<file path="config.mk">
export PLATFORM = sky130hd
export DESIGN_NAME = stopwatch_control_flat
export DESIGN_NICKNAME = d
export VERILOG_FILES = /design/src/rtl/stopwatch_pkg.sv /design/src/rtl/stopwatch_control_if.sv /design/src/rtl/stopwatch_control_rising_edge_detect.sv /design/src/rtl/stopwatch_control.sv /design/src/flat_wrapper.sv
export SDC_FILE = /design/constraint.sdc
export NUM_CORES = 1
export LEC_CHECK = 0
export CORE_MARGIN = 4
export CORE_UTILIZATION = 40
export CTS_CLUSTER_SIZE = 14
export DETAILED_ROUTE_END_ITERATION = 8
export PLACE_DENSITY = 0.75
export SLEW_MARGIN = 25
export SYNTH_ARGS = -nofsm -noshare
export SYNTH_HDL_FRONTEND = slang
export SYNTH_SLANG_ARGS = --single-unit
</file>
<file path="constraint.sdc">
create_clock -name clk -period 1.8 [get_ports clk]
set_input_delay 0.45 -clock clk [delete_from_list [all_inputs] [get_ports clk]]
set_output_delay 0.45 -clock clk [all_outputs]
set_load 0.01 [all_outputs]
</file>
<file path="src/rtl/stopwatch_pkg.sv">
// Shared definitions for the stopwatch sequencing controller.
//   - State encodings (visible on the state output / LEDs).
//   - Default digit geometry used by the interface and the controller.
package stopwatch_pkg;

    localparam logic [1:0] ST_IDLE    = 2'd0;
    localparam logic [1:0] ST_RUNNING = 2'd1;
    localparam logic [1:0] ST_PAUSED  = 2'd2;
    localparam logic [1:0] ST_LAP     = 2'd3;

    localparam int DEFAULT_DIGIT_WIDTH      = 4;
    localparam int DEFAULT_NUMBER_OF_DIGITS = 2;

    typedef enum logic [1:0] {
        STATE_IDLE    = ST_IDLE,
        STATE_RUNNING = ST_RUNNING,
        STATE_PAUSED  = ST_PAUSED,
        STATE_LAP     = ST_LAP
    } state_t;

endpackage

</file>
<file path="src/rtl/stopwatch_control_if.sv">
// Bundle of the signals between the button/tick sources, the controller and
// the counter/display chain.
//   master : drives tick, buttons and live digits; observes controller outputs
//   slave  : the controller itself
interface stopwatch_control_if
    import stopwatch_pkg::*;
#(
    parameter int NUMBER_OF_DIGITS = DEFAULT_NUMBER_OF_DIGITS,
    parameter int DIGIT_WIDTH      = DEFAULT_DIGIT_WIDTH
);
    localparam int W = NUMBER_OF_DIGITS * DIGIT_WIDTH;

    logic         tick;
    logic         btn_start_stop;
    logic         btn_lap;
    logic         btn_clear;
    logic [W-1:0] digits_in;
    logic         count_en;
    logic         counter_clear;
    logic [W-1:0] digits_out;
    logic         running;
    logic         frozen;
    logic [1:0]   state;

    modport master (
        output tick, btn_start_stop, btn_lap, btn_clear, digits_in,
        input  count_en, counter_clear, digits_out, running, frozen, state
    );

    modport slave (
        input  tick, btn_start_stop, btn_lap, btn_clear, digits_in,
        output count_en, counter_clear, digits_out, running, frozen, state
    );
endinterface

</file>
<file path="src/rtl/stopwatch_control_rising_edge_detect.sv">
// Single-cycle press detector for a debounced button level.
//   clk, rst_n : clock, asynchronous active-low reset
//   in         : debounced level
//   pulse      : high for the cycle in which in rises
// The history register resets to 1 so a button held through reset must be
// released before it can register a press.
module rising_edge_detect (
    input  logic clk,
    input  logic rst_n,
    input  logic in,
    output logic pulse
);
    logic in_reg;

    always_ff @(posedge clk or negedge rst_n) begin
        if (!rst_n) begin
            in_reg <= 1'b1;
        end else begin
            in_reg <= in;
        end
    end

    assign pulse = in & ~in_reg;
endmodule

</file>
<file path="src/rtl/stopwatch_control.sv">
// Stopwatch sequencing controller: gates the 1 Hz tick into the counter
// chain, issues a synchronous counter clear and freezes the displayed digits
// while a lap is held.
//   clk, rst_n : clock, asynchronous active-low reset
//   bus        : slave side of stopwatch_control_if (tick, buttons, live
//                digits in; count_en, counter_clear, digits_out, running,
//                frozen, state out)
module stopwatch_control
    import stopwatch_pkg::*;
#(
    parameter int NUMBER_OF_DIGITS = DEFAULT_NUMBER_OF_DIGITS,
    parameter int DIGIT_WIDTH      = DEFAULT_DIGIT_WIDTH
) (
    input  logic              clk,
    input  logic              rst_n,
    stopwatch_control_if.slave bus
);
    localparam int W = NUMBER_OF_DIGITS * DIGIT_WIDTH;

    // Button order within the vectors: 0 = start_stop, 1 = lap, 2 = clear.
    logic [2:0] btn_level;
    logic [2:0] btn_press;

    assign btn_level = {bus.btn_clear, bus.btn_lap, bus.btn_start_stop};

    genvar gi;
    generate
        for (gi = 0; gi < 3; gi++) begin : g_press
            rising_edge_detect u_edge (
                .clk   (clk),
                .rst_n (rst_n),
                .in    (btn_level[gi]),
                .pulse (btn_press[gi])
            );
        end
    endgenerate

    logic press_start_stop;
    logic press_lap;
    logic press_clear;

    assign press_start_stop = btn_press[0];
    assign press_lap        = btn_press[1];
    assign press_clear      = btn_press[2];

    state_t       state_reg;
    logic         counter_clear_reg;
    logic [W-1:0] lap_reg;

    // Presses are checked in clear > start_stop > lap order within each
    // state; a press the current state ignores does not mask a lower one.
    always_ff @(posedge clk or negedge rst_n) begin
        if (!rst_n) begin
            state_reg         <= STATE_IDLE;
            counter_clear_reg <= 1'b0;
            lap_reg           <= '0;
        end else begin
            counter_clear_reg <= 1'b0;
            case (state_reg)
                STATE_IDLE: begin
                    if (press_clear) begin
                        counter_clear_reg <= 1'b1;
                    end else if (press_start_stop) begin
                        state_reg <= STATE_RUNNING;
                    end
                end
                STATE_RUNNING: begin
                    if (press_start_stop) begin
                        state_reg <= STATE_PAUSED;
                    end else if (press_lap) begin
                        state_reg <= STATE_LAP;
                        // Captured before any same-cycle tick lands in the
                        // counters, so the pre-increment value is held.
                        lap_reg   <= bus.digits_in;
                    end
                end
                STATE_LAP: begin
                    if (press_start_stop) begin
                        state_reg <= STATE_PAUSED;
                    end else if (press_lap) begin
                        state_reg <= STATE_RUNNING;
                    end
                end
                STATE_PAUSED: begin
                    if (press_clear) begin
                        state_reg         <= STATE_IDLE;
                        counter_clear_reg <= 1'b1;
                    end else if (press_start_stop) begin
                        state_reg <= STATE_RUNNING;
                    end
                end
                default: begin
                    state_reg <= STATE_IDLE;
                end
            endcase
        end
    end

    // The counters advance whenever the current (pre-edge) state is a run
    // state, so a tick coinciding with a stop press still counts and one
    // coinciding with a start press does not.
    logic run_state;
    assign run_state = (state_reg == STATE_RUNNING) || (state_reg == STATE_LAP);

    assign bus.count_en      = bus.tick & run_state;
    assign bus.counter_clear = counter_clear_reg;
    assign bus.running       = run_state;
    assign bus.frozen        = (state_reg == STATE_LAP);
    assign bus.state         = state_reg;
    assign bus.digits_out    = (state_reg == STATE_LAP) ? lap_reg : bus.digits_in;
endmodule

</file>
<file path="src/flat_wrapper.sv">
// flat-port wrapper written by rule: the top's interface ports become plain ports
module stopwatch_control_flat import stopwatch_pkg::*;
#(
    parameter int NUMBER_OF_DIGITS = DEFAULT_NUMBER_OF_DIGITS,
    parameter int DIGIT_WIDTH      = DEFAULT_DIGIT_WIDTH
)
  (clk, rst_n, bus_tick, bus_btn_start_stop, bus_btn_lap, bus_btn_clear, bus_digits_in, bus_count_en, bus_counter_clear, bus_digits_out, bus_running, bus_frozen, bus_state);
  stopwatch_control_if #(.NUMBER_OF_DIGITS(NUMBER_OF_DIGITS), .DIGIT_WIDTH(DIGIT_WIDTH)) bus_i ();
  input  logic clk;
  input  logic rst_n;
  input wire logic [$bits(bus_i.tick)-1:0] bus_tick;
  input wire logic [$bits(bus_i.btn_start_stop)-1:0] bus_btn_start_stop;
  input wire logic [$bits(bus_i.btn_lap)-1:0] bus_btn_lap;
  input wire logic [$bits(bus_i.btn_clear)-1:0] bus_btn_clear;
  input wire logic [$bits(bus_i.digits_in)-1:0] bus_digits_in;
  output wire logic [$bits(bus_i.count_en)-1:0] bus_count_en;
  output wire logic [$bits(bus_i.counter_clear)-1:0] bus_counter_clear;
  output wire logic [$bits(bus_i.digits_out)-1:0] bus_digits_out;
  output wire logic [$bits(bus_i.running)-1:0] bus_running;
  output wire logic [$bits(bus_i.frozen)-1:0] bus_frozen;
  output wire logic [$bits(bus_i.state)-1:0] bus_state;
  assign bus_i.tick = bus_tick;
  assign bus_i.btn_start_stop = bus_btn_start_stop;
  assign bus_i.btn_lap = bus_btn_lap;
  assign bus_i.btn_clear = bus_btn_clear;
  assign bus_i.digits_in = bus_digits_in;
  assign bus_count_en = bus_i.count_en;
  assign bus_counter_clear = bus_i.counter_clear;
  assign bus_digits_out = bus_i.digits_out;
  assign bus_running = bus_i.running;
  assign bus_frozen = bus_i.frozen;
  assign bus_state = bus_i.state;
  stopwatch_control #(.NUMBER_OF_DIGITS(NUMBER_OF_DIGITS), .DIGIT_WIDTH(DIGIT_WIDTH)) u_core (.clk(clk), .rst_n(rst_n), .bus(bus_i));
endmodule
</file>
# Word-level counts from Yosys, hierarchy flattened

Cells that the tools add are included.

Memories: 0
Bits in registers: 14
Latch bits: 0
Bits in writable memories: 0
Input bits: 14
Output and inout bits: 14
Bits in read-only memories: 0
Logic and storage cells: 36

Multiplexer cells: 11
Bitwise logic cells: 8
Eq/ne operators: 6
Reductions and logical operators: 5
Div/mod/pow operators: 0
Multiply operators: 0
Shifts and indexed selects: 0
Add/subtract/negate cells: 0
Magnitude comparators: 0

Operators with widths:

| kind                                                             | number |
|---|---|
| 2-bit 2-to-1 mux                                                 | 7 |
| 8-bit 2-to-1 mux                                                 | 1 |
| 2-bit one-hot mux with 4 select lines                            | 1 |
| 3-bit AND reduction                                              | 2 |
| 1-bit AND                                                        | 4 |
| 2-bit == test (second input constant)                            | 2 |
| 1-bit inverter                                                   | 4 |
| 3-bit by 1-bit != test with 1-bit output (second input constant) | 1 |
| 3-bit != test (second input constant)                            | 1 |
| 2-bit by 1-bit == test with 1-bit output (second input constant) | 1 |
| 2-bit zero test                                                  | 1 |
| 1-bit 2-to-1 mux                                                 | 2 |
| 2-bit != test (second input constant)                            | 1 |
| 2-bit OR reduction                                               | 1 |
| 1-bit logical OR                                                 | 1 |

# Depth between registers and ports, before layout

Depth in word-level cells: 5
Depth in mapped cells: 3
Depth with buffers taken out: 3

# By module

From an unflattened synthesis, not the netlist that was laid out.

Cell total of the unflattened synthesis: 47
Area total of the unflattened synthesis: 716.9 um2

Modules (own cells, without submodules):

| module             | instances | cells each | area each (um2) | sequential area each (um2) |
|---|---|---|---|---|
| stopwatch_control  | 1         | 41         | 596.8           | 275.3 |
| rising_edge_detect | 3         | 2          | 40.0            | 26.3 |

# Least setup slack after synthesis

No wires, ideal clock.

Path kind: register to output
From: register u_core.state_reg[0], in the netlist u_core.bus.state[0]
To: output port bus_digits_out[0]
Path buffers: 1
Cell stages (with the launch flop): 4
Required time: 1.350 ns
Arrival time: 1.094 ns
Setup slack: 0.256 ns
Cell sequence: dfrtp_1 > buf_4 > nand2_2 > mux2_2

Cells in the longest elaborated chain, start to end: 2

RTL lines:

| element                | RTL line                 | RTL |
|---|---|---|
| start, declared        | stopwatch_control.sv:46  | `state_t state_reg;` |
| start signal, assigned | stopwatch_control.sv:54  | `state_reg <= STATE_IDLE;` |
| start signal, assigned | stopwatch_control.sv:64  | `state_reg <= STATE_RUNNING;` |
| start signal, assigned | stopwatch_control.sv:69  | `state_reg <= STATE_PAUSED;` |
| 2-bit == test          | stopwatch_control.sv:110 | `assign bus.digits_out = (state_reg == STATE_LAP) ? lap_reg : bus.digits_in;` |
| 8-bit 2-to-1 mux       | stopwatch_control.sv:110 |  |
| end, declared          | flat_wrapper.sv:18       | `output wire logic [$bits(bus_i.digits_out)-1:0] bus_digits_out;` |

No other way between the ends.

# Worst setup path after layout

From: register u_core.state_reg[0], in the netlist u_core.bus.state[0]
To: output port bus_digits_out[3]

The elaborated chain is that of the path after synthesis.

==> implementation parameters <==
Parameter                              Value

Pwr
  Cell Pwr Density ... ~1100 nW/µm²
  Worst IR drop on VDD ... 729 µV
  P_leak ... roughly 0.54 nW
  Power consumption ... 1.23 mW

Die
  Num rows ... 14
  Core footprint ... 1520 µm²
  Die Span X ... just under 50 µm
  Top-level port count ... 28
  Die Outline Area ... 2330 µm²
  Starting Density ... 42.5%
  Die Span Y ... 48.3 µm

Synth
  Synthesized netlist net count ... 62
  Synthesized instance count ... 48
  Mapped Avg Cell Area ... 13.5 µm²
  Sequential area share after synthesis ... 54.6%
  Count of cell types in the netlist ... 17
  Share of the synthesized area in the top cell type ... 42.5%
  Area leader, netlist ... sky130_fd_sc_hd__dfrtp_1
  Synth Register Bits ... 14
  Cell types with the largest area share after synthesis ... sky130_fd_sc_hd__dfrtp_1 (42%), sky130_fd_sc_hd__mux2_2 (28%), sky130_fd_sc_hd__dfstp_2 (12%)
  Number of warning messages in the yosys log ... 0
  Netlist area before placement ... between 600 and 700 µm²

STA
  Timing-limited maximum frequency ... 545 MHz
  Fin Clk Skew ... 0.00381 ns
  Max-Slew Margin vs Limit ... 84.5%
  Hold Vio Cnt, Final ... 0
  Number of max-slew violations in the final report ... 0
  Tightest hold margin ... 0.460 ns
  Unrepaired setup endpoints after global routing ... true
  Setup Total Neg Slack ... -0.207 ns
  PnR worst setup slack ... -0.0333 ns
  Number of setup violations in the final report ... 8
  Slew @ Worst Pin ... 0.233 ns
  Period minus WS final ... approximately 1.8 ns
  Portion of the clock cycle consumed by the worst path in the final layout ... 102%

Worst setup path
  Cell with the largest stage delay on the worst path ... sky130_fd_sc_hd__dfrtp_1
  Family of cells with the greatest summed delay on the critical path ... flip-flops
  Start point of the critical path ... u_core.bus.state[0]$_DFFE_PN0P_
  Critical Path Start Type ... flip-flop
  Required @ worst endpoint ... roughly 1.4 ns
  Worst reg2reg setup slack ... 0.17 ns
  Crit. End Element ... primary output
  Worst endpoint data arrival time ... 1.38 ns
  Critical path, cell by cell ... buf_6 > nand2_8 > mux2_4 > buf_6
  CP most frequent cell ... sky130_fd_sc_hd__buf_6
  Largest fanout on the critical path ... 5
  Crit path buf inv count ... 2
  Stage delay of the slowest cell on the critical path ... 0.43 ns
  Launch point of the worst reg-to-reg path ... u_core.bus.state[1]$_DFFE_PN0P_
  Reg2reg end ... u_core.lap_reg[2]$_DFFE_PN0P_
  Reg2Reg Depth ... 5
  CP Class ... flip-flop to primary output

Layout
  Final core utilization ... 73.9%
  Share of layout cells above drive strength 1 ... 54.9%
  Layout-stage area growth over the synthesis result ... 73.7%
  Number of nets in the layout ... 106
  Area of all placed cells without fillers ... roughly 1100 µm²
  Flip-flop count of the largest register after layout ... 8
  Number of antenna repair diodes ... 0
  Post-route non-filler standard cell count ... 107

Placement
  DP Area ... roughly 970 µm²
  Weighted congestion at the end of routability-driven global placement ... just over 0.7
  Number of cells in the design after placement ... 95
  Setup WS pre-CTS ... -0.275 ns
  Placed wire-length estimate ... around 950 µm
  Buffers on Ports ... 27

Route
  Count of routing violations after the opening detailed-route iteration ... 1
  Drc violations ... 0
  Total number of vias ... 519
  Overall routed net length ... 1670 µm
  DRT Pass-1 Iters ... 2
  Antenna Violating Nets Remaining ... 0
  Via-to-Cell Ratio ... approximately 4.9
  Per-cell routed wire length ... 15.6 µm

Clocking
  Clock buffer count from CTS ... 3
  Post-CTS Hold Fix Bufs ... 0
  Clk pin slew, worst setup/hold paths ... roughly 0.090 ns
  Clock latency on the worst-skew pair ... 0.29 ns
  Clock sink total ... 14
  Clock tree from TritonCTS ... done
  CTS H-Tree Depth ... 1
  Root Driver ... sky130_fd_sc_hd__clkbuf_4
  Maximum buffer depth of the clock tree ... 2

GRT
  Remaining global-route overflow ... 0
  Global router's overall resource usage ... between 15 and 20%
  Via count of the first global-routing pass ... between 500 and 600
  Global-route wire length before repair ... 2440 µm
  Antenna violations before repair ... 0
  Largest net degree at the start of global routing ... 15

Job
  Max cap viols ... 0

Status
  Outcome ... complete, but fails checks
  Violations in the final reports ... negative setup slack

Hold path
  Hold Crit Class ... primary input to async pin
-- Yosys cell counts --
cell type	count
sky130_fd_sc_hd__nand2_1	2
sky130_fd_sc_hd__nor2_1	1
sky130_fd_sc_hd__mux2_2	16
sky130_fd_sc_hd__dfrtp_1	11
sky130_fd_sc_hd__nor3b_2	1
sky130_fd_sc_hd__nor2b_1	2
sky130_fd_sc_hd__nand2_2	1
sky130_fd_sc_hd__clkbuf_1	1
sky130_fd_sc_hd__o221ai_1	1
sky130_fd_sc_hd__buf_4	1
sky130_fd_sc_hd__and2_1	1
sky130_fd_sc_hd__nand2b_1	2
sky130_fd_sc_hd__nand3_2	1
sky130_fd_sc_hd__or2b_2	1
sky130_fd_sc_hd__o21ai_0	2
sky130_fd_sc_hd__inv_1	1
sky130_fd_sc_hd__dfstp_2	3
-- cell families (layout without fill, tap and decap cells) --
logic type	count (synthesis)	after routing	share of synthesized area [%]
DFF	14	14	54.6
buffers and inverters	3	45	2.32
AOI/OAI and AO/OA	3	3	2.90
and+or+nand+nor	12	13	12.4
muxes	16	16	27.8
-- placed cells by master, fill, tap and decap left out, drive strengths merged --
master         instances
and2                   1
o21ai                  2
dfstp                  3
dfrtp                 11
clkbuf                 5
nor3b                  1
or2b                   1
buf                   21
nand3                  1
o221ai                 1
clkdlybuf4s50         14
dlygate4sd2            4
inv                    1
nor2b                  2
nor2                   1
nand2b                 2
nand2                  4
mux2                  16
-- area by class of cell --
cell class                 count  area [µm²]
tap                           16        20.0
inverter                       1        3.75
clock buffer                   4        36.3
multi-input combinational     32         329
sequential                    14         354
timing repair buffer          40         383
fill                         111         398
-- worst max path at each step --
stage	to	slack (ns)	cells past startpoint
4_1_cts	bus_digits_out[0]	-0.11	5
2_1_floorplan	bus_digits_out[0]	0.26	3
3_3_place_gp	bus_digits_out[7]	-0.26	3
5_1_grt	bus_digits_out[1]	-0.09	4
3_5_place_dp	bus_digits_out[3]	-0.28	3
6_report	bus_digits_out[3]	-0.03	4
-- repair_timing --
| item | CTS | global route |
|---|---|---|
| endpoints found under the setup margin | 12 | 8 |
| setup buffers | 8 | 1 |
| gates cloned | 1 | 0 |
| pin swaps | 2 | 1 |
| endpoints found under the hold margin | 0 | 0 |
| gates resized for setup | 50 | 13 |
-- report_power, final --
part,total (mW),internal [mW],switching [mW]
Clock,0.236,0.123,0.113
Combinational,0.506,0.322,0.184
Sequential,0.490,0.424,0.0661
Total,1.23,0.869,0.363
-- routing by layer --
layer / global-route usage, % / wire length (µm)
met1: 20.0 / 685
met2: 24.7 / 828
met3: 7.01 / 140
met4: 6.45 / 14
met5: 0 / 0
No activity file was read; power rests on OpenSTA's default activity.
